<file path="config.mk">
export PLATFORM = sky130hd
export DESIGN_NAME = ksa_engine
export DESIGN_NICKNAME = d
export VERILOG_FILES = /design/src/rtl/ksa_engine.sv
export SDC_FILE = /design/constraint.sdc
export NUM_CORES = 1
export LEC_CHECK = 0
export ABC_CLOCK_PERIOD_IN_PS = 5500
export BUFFER_PORTS_ARGS = -buffer_cell sky130_fd_sc_hd__buf_4
export CAP_MARGIN = 20
export CORE_MARGIN = 2
export CORE_UTILIZATION = 50
export DETAILED_ROUTE_END_ITERATION = 10
export HOLD_SLACK_MARGIN = 0.06
export PLACE_DENSITY_LB_ADDON = 0.3
export SYNTH_ARGS = -nofsm -noshare
export SYNTH_HDL_FRONTEND = slang
export SYNTH_SLANG_ARGS = --single-unit
export TNS_END_PERCENT = 10
</file>
<file path="constraint.sdc">
create_clock -name clk -period 5.5 [get_ports clk]
set_input_delay 0.275 -clock clk [delete_from_list [all_inputs] [get_ports clk]]
set_output_delay 0.275 -clock clk [all_outputs]
set_load 0.005 [all_outputs]
</file>
<file path="src/rtl/ksa_engine.sv">
// ksa_engine: RC4 key-scheduling engine driving an external single-port S-box RAM.
// Fills S[i]=i, then (unless init_only) runs the KSA swap loop
//   j = j + S[i] + key[i mod KEY_LEN]; swap(S[i], S[j])
// using one RAM access per cycle. All outputs leave flops: the output decode
// runs on the next-state values so each output is valid during its state.
module ksa_engine #(
   parameter int DATA_W  = 8,
   parameter int KEY_LEN = 3
) (
   input  logic                      clk,
   input  logic                      reset_n,
   input  logic                      start,
   input  logic                      init_only,
   input  logic [KEY_LEN*DATA_W-1:0] key,
   output logic [DATA_W-1:0]         mem_addr,
   output logic [DATA_W-1:0]         mem_wdata,
   output logic                      mem_wren,
   input  logic [DATA_W-1:0]         mem_rdata,
   output logic                      busy,
   output logic                      done
);

   // Key index width; a one-word key still gets a 1-bit counter that is always 0.
   localparam int                KI_W    = (KEY_LEN > 1) ? $clog2(KEY_LEN) : 1;
   localparam logic [DATA_W-1:0] I_LAST  = {DATA_W{1'b1}};
   localparam logic [KI_W-1:0]   KI_LAST = KI_W'(KEY_LEN - 1);

   typedef enum logic [3:0] {
      ST_IDLE    = 4'd0,
      ST_INIT    = 4'd1,
      ST_KS_RD_I = 4'd2,
      ST_KS_LD_I = 4'd3,
      ST_KS_RD_J = 4'd4,
      ST_KS_LD_J = 4'd5,
      ST_KS_WR_I = 4'd6,
      ST_KS_WR_J = 4'd7,
      ST_DONE    = 4'd8
   } state_t;

   state_t                    state_q, state_d;
   logic [DATA_W-1:0]         i_q, i_d;
   logic [DATA_W-1:0]         j_q, j_d;
   logic [DATA_W-1:0]         si_q, si_d;
   logic [DATA_W-1:0]         sj_q, sj_d;
   logic [KI_W-1:0]           kidx_q, kidx_d;
   logic [KEY_LEN*DATA_W-1:0] key_q, key_d;
   logic                      init_only_q, init_only_d;
   logic [DATA_W-1:0]         mem_addr_q, mem_addr_d;
   logic [DATA_W-1:0]         mem_wdata_q, mem_wdata_d;
   logic                      mem_wren_q, mem_wren_d;
   logic                      busy_q, busy_d;
   logic                      done_q, done_d;

   // Select key word idx; word 0 is the most significant word of the key bus.
   function automatic logic [DATA_W-1:0] key_word(
      input logic [KEY_LEN*DATA_W-1:0] k,
      input logic [KI_W-1:0]           idx
   );
      logic [DATA_W-1:0] w;
      w = k[KEY_LEN*DATA_W-1 -: DATA_W];
      for (int n = 1; n < KEY_LEN; n++) begin
         if (idx == KI_W'(n)) begin
            w = k[(KEY_LEN-n)*DATA_W-1 -: DATA_W];
         end else begin
            w = w;
         end
      end
      return w;
   endfunction

   // Next-state and datapath: fill sweep, then the six-cycle read/read/swap loop per i.
   always_comb begin
      state_d     = state_q;
      i_d         = i_q;
      j_d         = j_q;
      si_d        = si_q;
      sj_d        = sj_q;
      kidx_d      = kidx_q;
      key_d       = key_q;
      init_only_d = init_only_q;
      case (state_q)
         ST_IDLE: begin
            if (start) begin
               // Key and mode are captured here so later changes cannot disturb the run.
               key_d       = key;
               init_only_d = init_only;
               i_d         = '0;
               j_d         = '0;
               kidx_d      = '0;
               state_d     = ST_INIT;
            end else begin
               state_d = ST_IDLE;
            end
         end
         ST_INIT: begin
            if (i_q == I_LAST) begin
               i_d    = '0;
               j_d    = '0;
               kidx_d = '0;
               if (init_only_q) begin
                  state_d = ST_DONE;
               end else begin
                  state_d = ST_KS_RD_I;
               end
            end else begin
               i_d     = i_q + DATA_W'(1);
               state_d = ST_INIT;
            end
         end
         ST_KS_RD_I: begin
            state_d = ST_KS_LD_I;
         end
         ST_KS_LD_I: begin
            // Sum wraps naturally at DATA_W bits, i.e. modulo the S-box depth.
            si_d    = mem_rdata;
            j_d     = j_q + mem_rdata + key_word(key_q, kidx_q);
            state_d = ST_KS_RD_J;
         end
         ST_KS_RD_J: begin
            state_d = ST_KS_LD_J;
         end
         ST_KS_LD_J: begin
            sj_d    = mem_rdata;
            state_d = ST_KS_WR_I;
         end
         ST_KS_WR_I: begin
            state_d = ST_KS_WR_J;
         end
         ST_KS_WR_J: begin
            // Separate wrapping counter: KEY_LEN need not divide the S-box depth.
            if (kidx_q == KI_LAST) begin
               kidx_d = '0;
            end else begin
               kidx_d = kidx_q + KI_W'(1);
            end
            if (i_q == I_LAST) begin
               state_d = ST_DONE;
            end else begin
               i_d     = i_q + DATA_W'(1);
               state_d = ST_KS_RD_I;
            end
         end
         ST_DONE: begin
            state_d = ST_IDLE;
         end
         default: begin
            state_d = ST_IDLE;
         end
      endcase
   end

   // Output decode from the next state so every RAM strobe comes straight from a flop.
   always_comb begin
      mem_addr_d  = '0;
      mem_wdata_d = '0;
      mem_wren_d  = 1'b0;
      busy_d      = 1'b1;
      done_d      = 1'b0;
      case (state_d)
         ST_IDLE: begin
            busy_d = 1'b0;
         end
         ST_INIT: begin
            mem_addr_d  = i_d;
            mem_wdata_d = i_d;
            mem_wren_d  = 1'b1;
         end
         ST_KS_RD_I: begin
            mem_addr_d = i_d;
         end
         ST_KS_LD_I: begin
            mem_addr_d = i_d;
         end
         ST_KS_RD_J: begin
            mem_addr_d = j_d;
         end
         ST_KS_LD_J: begin
            mem_addr_d = j_d;
         end
         ST_KS_WR_I: begin
            // When i==j both writes carry the same word to the same address.
            mem_addr_d  = i_d;
            mem_wdata_d = sj_d;
            mem_wren_d  = 1'b1;
         end
         ST_KS_WR_J: begin
            mem_addr_d  = j_d;
            mem_wdata_d = si_d;
            mem_wren_d  = 1'b1;
         end
         ST_DONE: begin
            done_d = 1'b1;
         end
         default: begin
            busy_d = 1'b0;
         end
      endcase
   end

   // State, datapath and output registers with synchronous active-low reset.
   always_ff @(posedge clk) begin
      if (!reset_n) begin
         state_q     <= ST_IDLE;
         i_q         <= '0;
         j_q         <= '0;
         si_q        <= '0;
         sj_q        <= '0;
         kidx_q      <= '0;
         key_q       <= '0;
         init_only_q <= 1'b0;
         mem_addr_q  <= '0;
         mem_wdata_q <= '0;
         mem_wren_q  <= 1'b0;
         busy_q      <= 1'b0;
         done_q      <= 1'b0;
      end else begin
         state_q     <= state_d;
         i_q         <= i_d;
         j_q         <= j_d;
         si_q        <= si_d;
         sj_q        <= sj_d;
         kidx_q      <= kidx_d;
         key_q       <= key_d;
         init_only_q <= init_only_d;
         mem_addr_q  <= mem_addr_d;
         mem_wdata_q <= mem_wdata_d;
         mem_wren_q  <= mem_wren_d;
         busy_q      <= busy_d;
         done_q      <= done_d;
      end
   end

   assign mem_addr  = mem_addr_q;
   assign mem_wdata = mem_wdata_q;
   assign mem_wren  = mem_wren_q;
   assign busy      = busy_q;
   assign done      = done_q;

endmodule

</file>
==> results of run 1 <==
[state kept, by name (all words and copies together), names as in the netlist, 2 cells and up]
name,flops
i_q,8
j_q,8
kidx_q,2
state_q,4
mem_wdata,8
key_q,24
si_q,8
mem_addr,8
[synth_stat cells, types with 3 or more instances]
cell type	n	area, um2
a22oi_1	13	97.6
nor2b_1	17	106
o21ai_0	12	60.1
a21boi_0	36	270
xnor2_1	7	61.3
o22ai_1	18	113
nor3_1	7	35.0
clkbuf_1	19	71.3
and2_1	14	87.6
o21a_1	3	22.5
nand2b_1	4	25.0
buf_2	5	25.0
nor2_1	23	86.3
a22o_1	3	26.3
dfxtp_1	74	1480
inv_1	12	45.0
mux2i_1	6	60.1
a21oi_1	9	45.0
and3_1	4	25.0
fa_1	8	160
ha_1	8	100
nand3_1	6	30.0
o2bb2ai_1	3	26.3
nand2_1	87	327
[worst reg2reg max path, delay by kind of cell, from the launching register on]
kind	cells	cell delay (ps)
fa+ha+maj	3	1030
simple gates	5	870
compound gates	4	600
flops	1	410
xor+xnor	1	190
buf+inv	2	150
[power by group]
part           switching [mW]  leakage [nW]  internal [mW]
logic                  0.0728          1.06         0.0613
clock network           0.201        0.0986          0.234
registers              0.0108         0.601          0.551
[cell usage in the layout (no fill, tap or decap), types with 5 or more instances in the layout]
cell	n
a22oi_1	13
a21oi_1	9
dfxtp_1	74
inv_1	12
o22ai_1	18
nor2_1	23
nand2_1	87
buf_4	55
nand3_1	6
clkbuf_8	11
mux2i_1	6
nor3_1	5
ha_1	8
a21boi_0	36
o21ai_0	12
xnor2_1	7
fa_1	8
and2_1	14
nor2b_1	17
[cell type report]
class	count	area, um2	share of cell area
flip-flops and latches	74	1480	0.332
clock buffers	12	155	0.0348
repair buffers	55	413	0.0925
well taps	99	124	0.0277
inverters	14	52.6	0.0118
multi-input cells	333	2190	0.490
clock inverters	4	50.0	0.0112
[layer usage]
layer	wire length (um)	vias up	global-route usage	part of all wire
li1	-	1649	-	-
met5	0	-	0	0
met2	4760	80	0.401	0.50
met1	4120	1559	0.305	0.43
met3	495	14	0.0581	0.052
met4	119	0	0.0732	0.013
[logic make-up (layout without fill, tap and decap cells)]
| kind of cell | after synthesis | count (layout) | share of synthesized area |
|---|---|---|---|
| flops | 74 | 74 | 0.388 |
| mux | 6 | 6 | 0.0157 |
| buf+inv | 39 | 85 | 0.0404 |
| simple gates | 180 | 180 | 0.227 |
| fa+ha+maj | 16 | 16 | 0.0682 |
| xor+xnor | 8 | 8 | 0.0184 |
| compound gates | 123 | 123 | 0.241 |
[stage by stage]
step / utilization / hold slack [ps]
after global placement: 0.581 / 452
after floorplan: - / 413
after CTS: 0.609 / 170
after global routing: 0.609 / 187
after detailed placement: 0.581 / 460
final: 0.609 / 175
[worst min-delay path by stage]
stage	from	end	slack (ps)	depth (start not counted)
after CTS	key[17]	key_q[17]$_SDFFE_PN0P_	170	3
final	key[9]	key_q[9]$_SDFFE_PN0P_	170	3
after global placement	si_q[4]$_SDFF_PN0_	si_q[4]$_SDFF_PN0_	450	2
after detailed placement	si_q[7]$_SDFF_PN0_	si_q[7]$_SDFF_PN0_	460	2
after global routing	key[10]	key_q[10]$_SDFFE_PN0P_	190	3
after floorplan	reset_n	state_q[2]$_SDFF_PN0_	410	1
==> impl_results.md, run 1 <==
* Final setup violation count at 0
* Gate Count Post-Synth at 446
* Total grt overflow at 0
* Crit. path cell count at 15
* Starting Density at 0.520
* Hold Vio Cnt, Final at 0
* Drt total wl at 9490 um
* Nets at 539
* Capturing point of the worst reg2reg path: mem_addr[7]$_SDFF_PN0_
* Reg2reg setup slack at 2110 ps
* Max Cap Viol at 0
* Skew-Pair Late Insertion Delay at 350 ps
* Crit. End Element: register
* CP cell instances: inv_1 > nand2_1 > nand2_1 > nor2_1 > nor2_1 > fa_1 > ha_1 > inv_1 > fa_1 > nor2b_1 > o31ai_1 > a21oi_1 > xnor2_1 > a2bb2oi_1 > o21ai_1
* Synthesized net count at 498
* Mapped Avg Cell Area at 8.55 um2
* Crit-path max cell delay at 490 ps
* Worst Setup EP: mem_addr[7]$_SDFF_PN0_
* Final Instance Area at 0.00446 mm2
* Clk_skew at 10.2 ps
* Synth-to-Final Area Change at 17.1%
* Worst Path Buf+Inv at 2
* Post-synth EDFFs at 0
* Register area share after synthesis at 0.388
* Antenna Cells at 0
* Worst-path cell with the longest stage delay: fa_1
* Slew Viols, Final at 0
* Post-place setup slack at 2160 ps
* Hold Path Class: in2reg
* Number of I/O pins at 55
* GPL Wtd Cong at 0.958
* Remaining antenna violation count at 0
* Vias in the first global route at 3,277
* Worst Tran Pin Value at 996 ps
* Max_slew headroom at 0.335
* Root Driver: clkbuf_8
* H-Tree Depth at 3
* Yosys Warn Count at 0
* Crit-path max FO at 9
* Hold_buf cts at 0
* Tot GR Track Use at 0.239
* RSZ-0062 raised after global routing: no
* Pwr Total at 1.13 mW
* Share of cells above drive strength 1 at 0.169
* Non-filler cells in the finished layout at 591
* #FFs+latches synth at 74
* First-pass DRT Iterations at 4
* FMAX at 0.295 GHz
* Clock Sinks at 74
* P_leak at 1.76 nW
* Number of library cell types mapped by synthesis at 62
* CP required at 5720 ps
* Asr flop ratio synth at 0
* DIE AREA at 0.00834 mm2
* Pwr per Cell Area at 253 mW/mm2
* Top_reg_cell synth: dfxtp_1
* 1st-iter DRT viols at 206
* WS Path Type: reg2reg
* Num CTS Buffers at 9
* Placed cell area at 0.00426 mm2
* CTS max path bufs at 2
* Largest net degree at the start of global routing at 72
* Cell family with most CP delay: adder cells
* Post-route worst setup slack at 2110 ps
* Fin crit share at 0.616
* PortBufs at 54
* Initial antenna violation count at 0
* CTS tree: built
* Clk slew on worst S/H paths at 80 ps
* Final Critical Period at 3390 ps
* Die width at 91.3 um
* Setup TNS at 0 ps
* DRC errors left at 0
* Worst setup startpoint: kidx_q[1]$_SDFFE_PN0P_
* Worst Path Arrival at 3610 ps
* CORE AREA at 0.00733 mm2
* Worst R2R Start: kidx_q[1]$_SDFFE_PN0P_
* Outcome: complete, no violations
* Post-DP HPWL at 7110 um
* First-pass GRT wire length at 15,800 um
* Fillers at 651
* DR vias at 3,302
* Die Span Y at 91.3 um
* Wire length per cell at 16.1 um
* Via-to-Cell Ratio at 5.59
* # resized after CTS at 0
* # rows at 31
* Maximum VDD drop at 0.189 mV
* Synthesized area at 0.00381 mm2
* Inst Count DP at 575
* Setup Buffers After CTS at 0
* Crit path launch type: register
* R2R depth at 15
Note: power is estimated with default switching activity, not from simulation.
==> inputs of run 2 (changes only) <==
--- a/config.mk
+++ b/config.mk
@@ -5,7 +5,7 @@
 export SDC_FILE = /design/constraint.sdc
 export NUM_CORES = 1
 export LEC_CHECK = 0
-export ABC_CLOCK_PERIOD_IN_PS = 5500
+export ABC_CLOCK_PERIOD_IN_PS = 3200
 export BUFFER_PORTS_ARGS = -buffer_cell sky130_fd_sc_hd__buf_4
 export CAP_MARGIN = 20
 export CORE_MARGIN = 2
==> constraint.sdc (replaced) <==
create_clock -name clk -period 3.2 [get_ports clk]
set_input_delay 0.16 -clock clk [delete_from_list [all_inputs] [get_ports clk]]
set_output_delay 0.16 -clock clk [all_outputs]
set_load 0.005 [all_outputs]
==> run 2 against run 1 <==
Compared with the run above: maximum frequency is 12% higher; design area increased by 3.4%; sequential power grew 72%; die area stayed put; routed wire length increased by 1.9%; utilization rose by 2.0 points; worst hold slack worse by 110 ps; setup slack worse by 1900 ps; critical path depth decreased by 1; critical path type unchanged; critical endpoint unchanged; largest cell class unchanged.
==> impl_results.md, run 2 (same netlist as run 1, synthesis figures left out) <==
* Outcome: complete, no violations
* Starting Density at 0.520
* Tot GR Track Use at 0.241
* R2R depth at 14
* Clk slew on worst S/H paths at 80 ps
* Crit path launch type: register
* Max reg flops at 24
* Post-layout util at 0.629
* Inst Count DP at 582
* P_leak at 1.82 nW
* Hold Path Sink: init_only_q$_SDFFE_PN0P_
* CTS max path bufs at 2
* Skew-Pair Late Insertion Delay at 350 ps
* Crit-path max cell delay at 480 ps
* Share of cells above drive strength 1 at 0.199
* DRC errors left at 0
* Total grt overflow at 0
* Root Driver: clkbuf_8
* Nets at 549
* Hold depth at 3
* CP cell instances: nand2b_4 > nand2_2 > nor2_1 > nor2_1 > fa_1 > ha_1 > inv_1 > fa_1 > nor2b_2 > o31ai_2 > a21oi_2 > xnor2_2 > a2bb2oi_2 > o21ai_1
* Synth-to-Final Area Change at 21.0%
* Clk_skew at 8.51 ps
* Clock Sinks at 74
* Fin crit share at 0.943
* Pwr Total at 2.03 mW
* Maximum VDD drop at 0.257 mV
* Biggest register: key_q
* Hold Vio Cnt, Final at 0
* Crit-path max FO at 7
* DR vias at 3,474
* Drt total wl at 9680 um
* Capturing point of the worst reg2reg path: mem_addr[7]$_SDFF_PN0_
* Die width at 91.3 um
* Most common cell after layout, fill and taps aside: nand2_1
* Remaining antenna violation count at 0
* Antenna Cells at 0
* Initial antenna violation count at 0
* Most frequent cells in the layout: 85 x nand2_1, 73 x dfxtp_1, 62 x buf_4
* Crit. End Element: register
* Wire length per cell at 16.1 um
* Number of I/O pins at 55
* First-pass GRT wire length at 15,900 um
* Via-to-Cell Ratio at 5.78
* Worst R2R Start: kidx_q[0]$_SDFFE_PN0P_
* CORE AREA at 0.00733 mm2
* Pwr per Cell Area at 441 mW/mm2
* Setup TNS at 0 ps
* GPL Wtd Cong at 0.938
* Final setup violation count at 0
* CP required at 3420 ps
* Worst Path Arrival at 3240 ps
* First-pass DRT Iterations at 4
* Max_slew headroom at 0.545
* Non-filler cells in the finished layout at 601
* H-Tree Depth at 3
* Vias in the first global route at 3,246
* Largest net degree at the start of global routing at 72
* FMAX at 0.332 GHz
* Slew Viols, Final at 0
* Hold Path Class: in2reg
* Final Critical Period at 3020 ps
* DIE AREA at 0.00834 mm2
* 1st-iter DRT viols at 193
* Worst-path cell with the longest stage delay: fa_1
* Worst Tran Pin Value at 681 ps
* CTS tree: built
* Hold Startpoint: init_only
* Post-DP HPWL at 7060 um
* Die Span Y at 91.3 um
* WS Path Type: reg2reg
* Reg2reg setup slack at 180 ps
* PortBufs at 54
* # rows at 31
* Num CTS Buffers at 9
* Max Cap Viol at 0
[run 2: changes by cell type in the layout (fill, tap and decap cells not counted), sizes merged]
cell | previous run | this run
bufinv | 1 | 2
clkbuf | 12 | 10
clkinv | 1 | 3
buf | 55 | 62
clkinvlp | 2 | 1
dlygate4sd3 | 0 | 3
[run 2: per-layer routing]
metal  GRT usage  share of wire
met5           0              0
met1       0.314           0.44
met4      0.0947          0.017
met2       0.399           0.50
met3      0.0432          0.047
[run 2: worst max-delay path: cells and delay by family (launching register included)]
| kind | cells | cell delay (ps) |
|---|---|---|
| adder cells (fa/ha/maj) | 3 | 1030 |
| flip-flops | 1 | 450 |
| AND/OR/NAND/NOR | 5 | 650 |
| XOR/XNOR | 1 | 160 |
| buffers and inverters | 1 | 60 |
| AO/OA/AOI/OAI | 4 | 540 |
[run 2: final cells by class]
cell class / count / area [um2]
clock inverters: 6 / 90.1
clock buffers: 10 / 138
repair buffers: 65 / 495
well taps: 99 / 124
fillers: 621 / 2720
flip-flops and latches: 74 / 1480
inverters: 14 / 52.6
multi-input cells: 333 / 2230
[run 2: worst max path at each step]
stage / from / endpoint / slack (ps)
after floorplan: kidx_q[0]$_SDFFE_PN0P_ / j_q[7]$_SDFF_PN0_ / 140
after global placement: kidx_q[1]$_SDFFE_PN0P_ / mem_addr[7]$_SDFF_PN0_ / 110
after detailed placement: kidx_q[1]$_SDFFE_PN0P_ / mem_addr[7]$_SDFF_PN0_ / -60
after CTS: kidx_q[1]$_SDFFE_PN0P_ / mem_addr[7]$_SDFF_PN0_ / 60
after global routing: kidx_q[1]$_SDFFE_PN0P_ / j_q[7]$_SDFF_PN0_ / -30
final: kidx_q[0]$_SDFFE_PN0P_ / mem_addr[7]$_SDFF_PN0_ / 180
[run 2: through the flow]
step	setup WS, ps	area, um2	hold WS [ps]
floorplan	143	3810	298
global placement	107	4310	425
detailed placement	-61.8	4310	431
CTS	58.0	4570	63.2
global route	-28.8	4610	67.7
finish	184	4610	67.4
[run 2: timing repair]
action / in CTS / in global routing
pin swaps: 0 / 0
resized for setup: 2 / 9
hold endpoints to repair: 3 / 0
setup endpoints to repair: 2 / 3
setup buffers: 0 / 0
hold buffers: 3 / 0
[run 2: where the power goes]
group	switching [mW]	total [mW]	internal [mW]
clock network	0.362	0.824	0.462
logic	0.131	0.245	0.114
registers	0.0189	0.965	0.947
total	0.512	2.03	1.52
==> inputs of run 3 (changes only) <==
--- a/config.mk
+++ b/config.mk
@@ -5,7 +5,7 @@
 export SDC_FILE = /design/constraint.sdc
 export NUM_CORES = 1
 export LEC_CHECK = 0
-export ABC_CLOCK_PERIOD_IN_PS = 3200
+export ABC_CLOCK_PERIOD_IN_PS = 2890
 export BUFFER_PORTS_ARGS = -buffer_cell sky130_fd_sc_hd__buf_4
 export CAP_MARGIN = 20
 export CORE_MARGIN = 2
==> constraint.sdc (replaced) <==
create_clock -name clk -period 2.89 [get_ports clk]
set_input_delay 0.1445 -clock clk [delete_from_list [all_inputs] [get_ports clk]]
set_output_delay 0.1445 -clock clk [all_outputs]
set_load 0.005 [all_outputs]
==> run 3 against run 2 <==
Compared with the run above: the flow now finishes with violations (negative setup slack); sequential power increased by 11%; non-clock buffer count increased by 30; sequential share of layout area decreased by 2.0 points; final cell count increased by 5.0%; setup slack got worse by 200 ps; highest routed layer unchanged; design area increased by 7.1%.
==> impl_results.md, run 3 (same netlist as run 1, synthesis figures left out) <==
* Outcome: complete, but fails checks
* Failing checks: negative setup slack
* Remaining antenna violation count at 0
* H-Tree Depth at 3
* CTS tree: built
* First-pass GRT wire length at 16,300 um
* Inst Count DP at 591
* Fillers at 585
* Starting Density at 0.520
* Pwr Total at 2.30 mW
* Largest net degree at the start of global routing at 72
* Worst Tran Pin Value at 579 ps
* Antenna Cells at 0
* Die Span Y at 91.3 um
* Drt total wl at 10,200 um
* # rows at 31
* Max_slew headroom at 0.610
* Crit path launch type: register
* CTS max path bufs at 2
* P_leak at 1.96 nW
* R2R depth at 15
* Fin crit share at 1.01
* Hold Path Class: in2reg
* Vias in the first global route at 3,423
* First-pass DRT Iterations at 5
* Post-route worst setup slack at -18.2 ps
* Maximum VDD drop at 0.305 mV
* Wire length per cell at 16.2 um
* Total grt overflow at 0
* Final Critical Period at 2910 ps
* Gr busiest metal: met2
* Tot GR Track Use at 0.245
* Hold Vio Cnt, Final at 0
* Num CTS Buffers at 9
* Hold depth at 3
* Met1 GRT Util at 0.309
* Skew-Pair Late Insertion Delay at 350 ps
* DIE AREA at 0.00834 mm2
* WS Path Type: reg2reg
* Max Cap Viol at 0
* Multi-input gate area at 0.00228 mm2
* Hold Path Sink: key_q[12]$_SDFFE_PN0P_
* Root Driver: clkbuf_8
* Max reg flops at 24
* Hold Startpoint: key[12]
* FF+latch area at 0.00149 mm2
* Number of I/O pins at 55
* GR Layer Usage met2 at 0.417
* Crit-path max FO at 6
* Crit. End Element: register
* Final setup violation count at 1
* Worst R2R Start: kidx_q[0]$_SDFFE_PN0P_
* Capturing point of the worst reg2reg path: mem_addr[7]$_SDFF_PN0_
* Biggest register: key_q
* Via-to-Cell Ratio at 5.65
* CP required at 3120 ps
* DR vias at 3,568
* DRC errors left at 0
* Met3 usage at 0.0515
* Slew Viols, Final at 0
* Clock Sinks at 74
* PortBufs at 54
* Clk_skew at 7.78 ps
* Initial antenna violation count at 0
* CORE AREA at 0.00733 mm2
* Nets at 579
* Clk slew on worst S/H paths at 80 ps
* 1st-iter DRT viols at 262
* Die width at 91.3 um
* FMAX at 0.344 GHz
* RSZ-0062 raised after global routing: yes
* GPL Wtd Cong at 0.969
* Most frequent cells in the layout: 85 x nand2_1, 75 x buf_4, 72 x dfxtp_1
* Non-filler cells in the finished layout at 631
* Worst Path Arrival at 3140 ps
* Most common cell after layout, fill and taps aside: nand2_1
* Reg2reg setup slack at -20 ps
* Share of cells above drive strength 1 at 0.227
* Synth-to-Final Area Change at 29.6%
* Post-DP HPWL at 7140 um
* Pwr per Cell Area at 465 mW/mm2
-- run 3: cell type report --
cell class | count | share of cell area
clock buffers | 10 | 0.0278
flip-flops and latches | 74 | 0.301
inverters | 14 | 0.0111
repair buffers | 95 | 0.154
clock inverters | 6 | 0.0182
well taps | 99 | 0.0251
multi-input cells | 333 | 0.462
-- run 3: timing repair --
item	CTS	global route
hold endpoints to repair	20	0
gates resized for setup	10	14
hold buffers	20	0
pin swaps	5	6
buffers inserted	1	3
endpoints found under the setup margin	2	4
-- run 3: through the flow --
step           area, um2  TNS (ps)  hold WS, ps  utilization  setup WS [ps]
2_1_floorplan       3820         0          282            -           16.8
3_3_place_gp        4380         0          410        0.598           29.7
3_5_place_dp        4380      -207          415        0.598           -110
4_1_cts             4850         0         60.9        0.662           5.38
5_1_grt             4940      -242         68.6        0.674           -120
6_report            4940     -18.2         62.1        0.674          -18.2
-- run 3: worst max-delay path by stage --
| stage | endpoint | start | cells after the start | slack (ps) |
|---|---|---|---|---|
| floorplan | j_q[7]$_SDFF_PN0_ | kidx_q[0]$_SDFFE_PN0P_ | 15 | 20 |
| global placement | j_q[7]$_SDFF_PN0_ | kidx_q[0]$_SDFFE_PN0P_ | 14 | 30 |
| detailed placement | j_q[7]$_SDFF_PN0_ | kidx_q[0]$_SDFFE_PN0P_ | 14 | -110 |
| CTS | j_q[7]$_SDFF_PN0_ | kidx_q[1]$_SDFFE_PN0P_ | 13 | 5 |
| global route | mem_addr[7]$_SDFF_PN0_ | kidx_q[0]$_SDFFE_PN0P_ | 14 | -120 |
| finish | mem_addr[7]$_SDFF_PN0_ | kidx_q[0]$_SDFFE_PN0P_ | 15 | -20 |
-- run 3: worst max-delay path, cell delays in order (launching register included) --
cell and delay, ps:
dfxtp_4 370, nand2b_4 170, nand2_4 70, nor2_1 80, nor2_1 60, fa_1 480, ha_2 180, inv_2 40
fa_2 370, nor2b_4 150, o31ai_4 70, a21oi_2 190, xnor2_2 120, buf_4 150, a32oi_1 190, o21ai_1 90
-- run 3: metal layers --
layer	share of wire	wire, um
met5	0	0
met4	0.019	198
met3	0.061	620
met2	0.50	5070
met1	0.42	4330
-- run 3: power breakdown --
part | switching (mW) | internal [mW]
sequential | 0.0196 | 1.05
combinational | 0.161 | 0.159
clock | 0.402 | 0.511
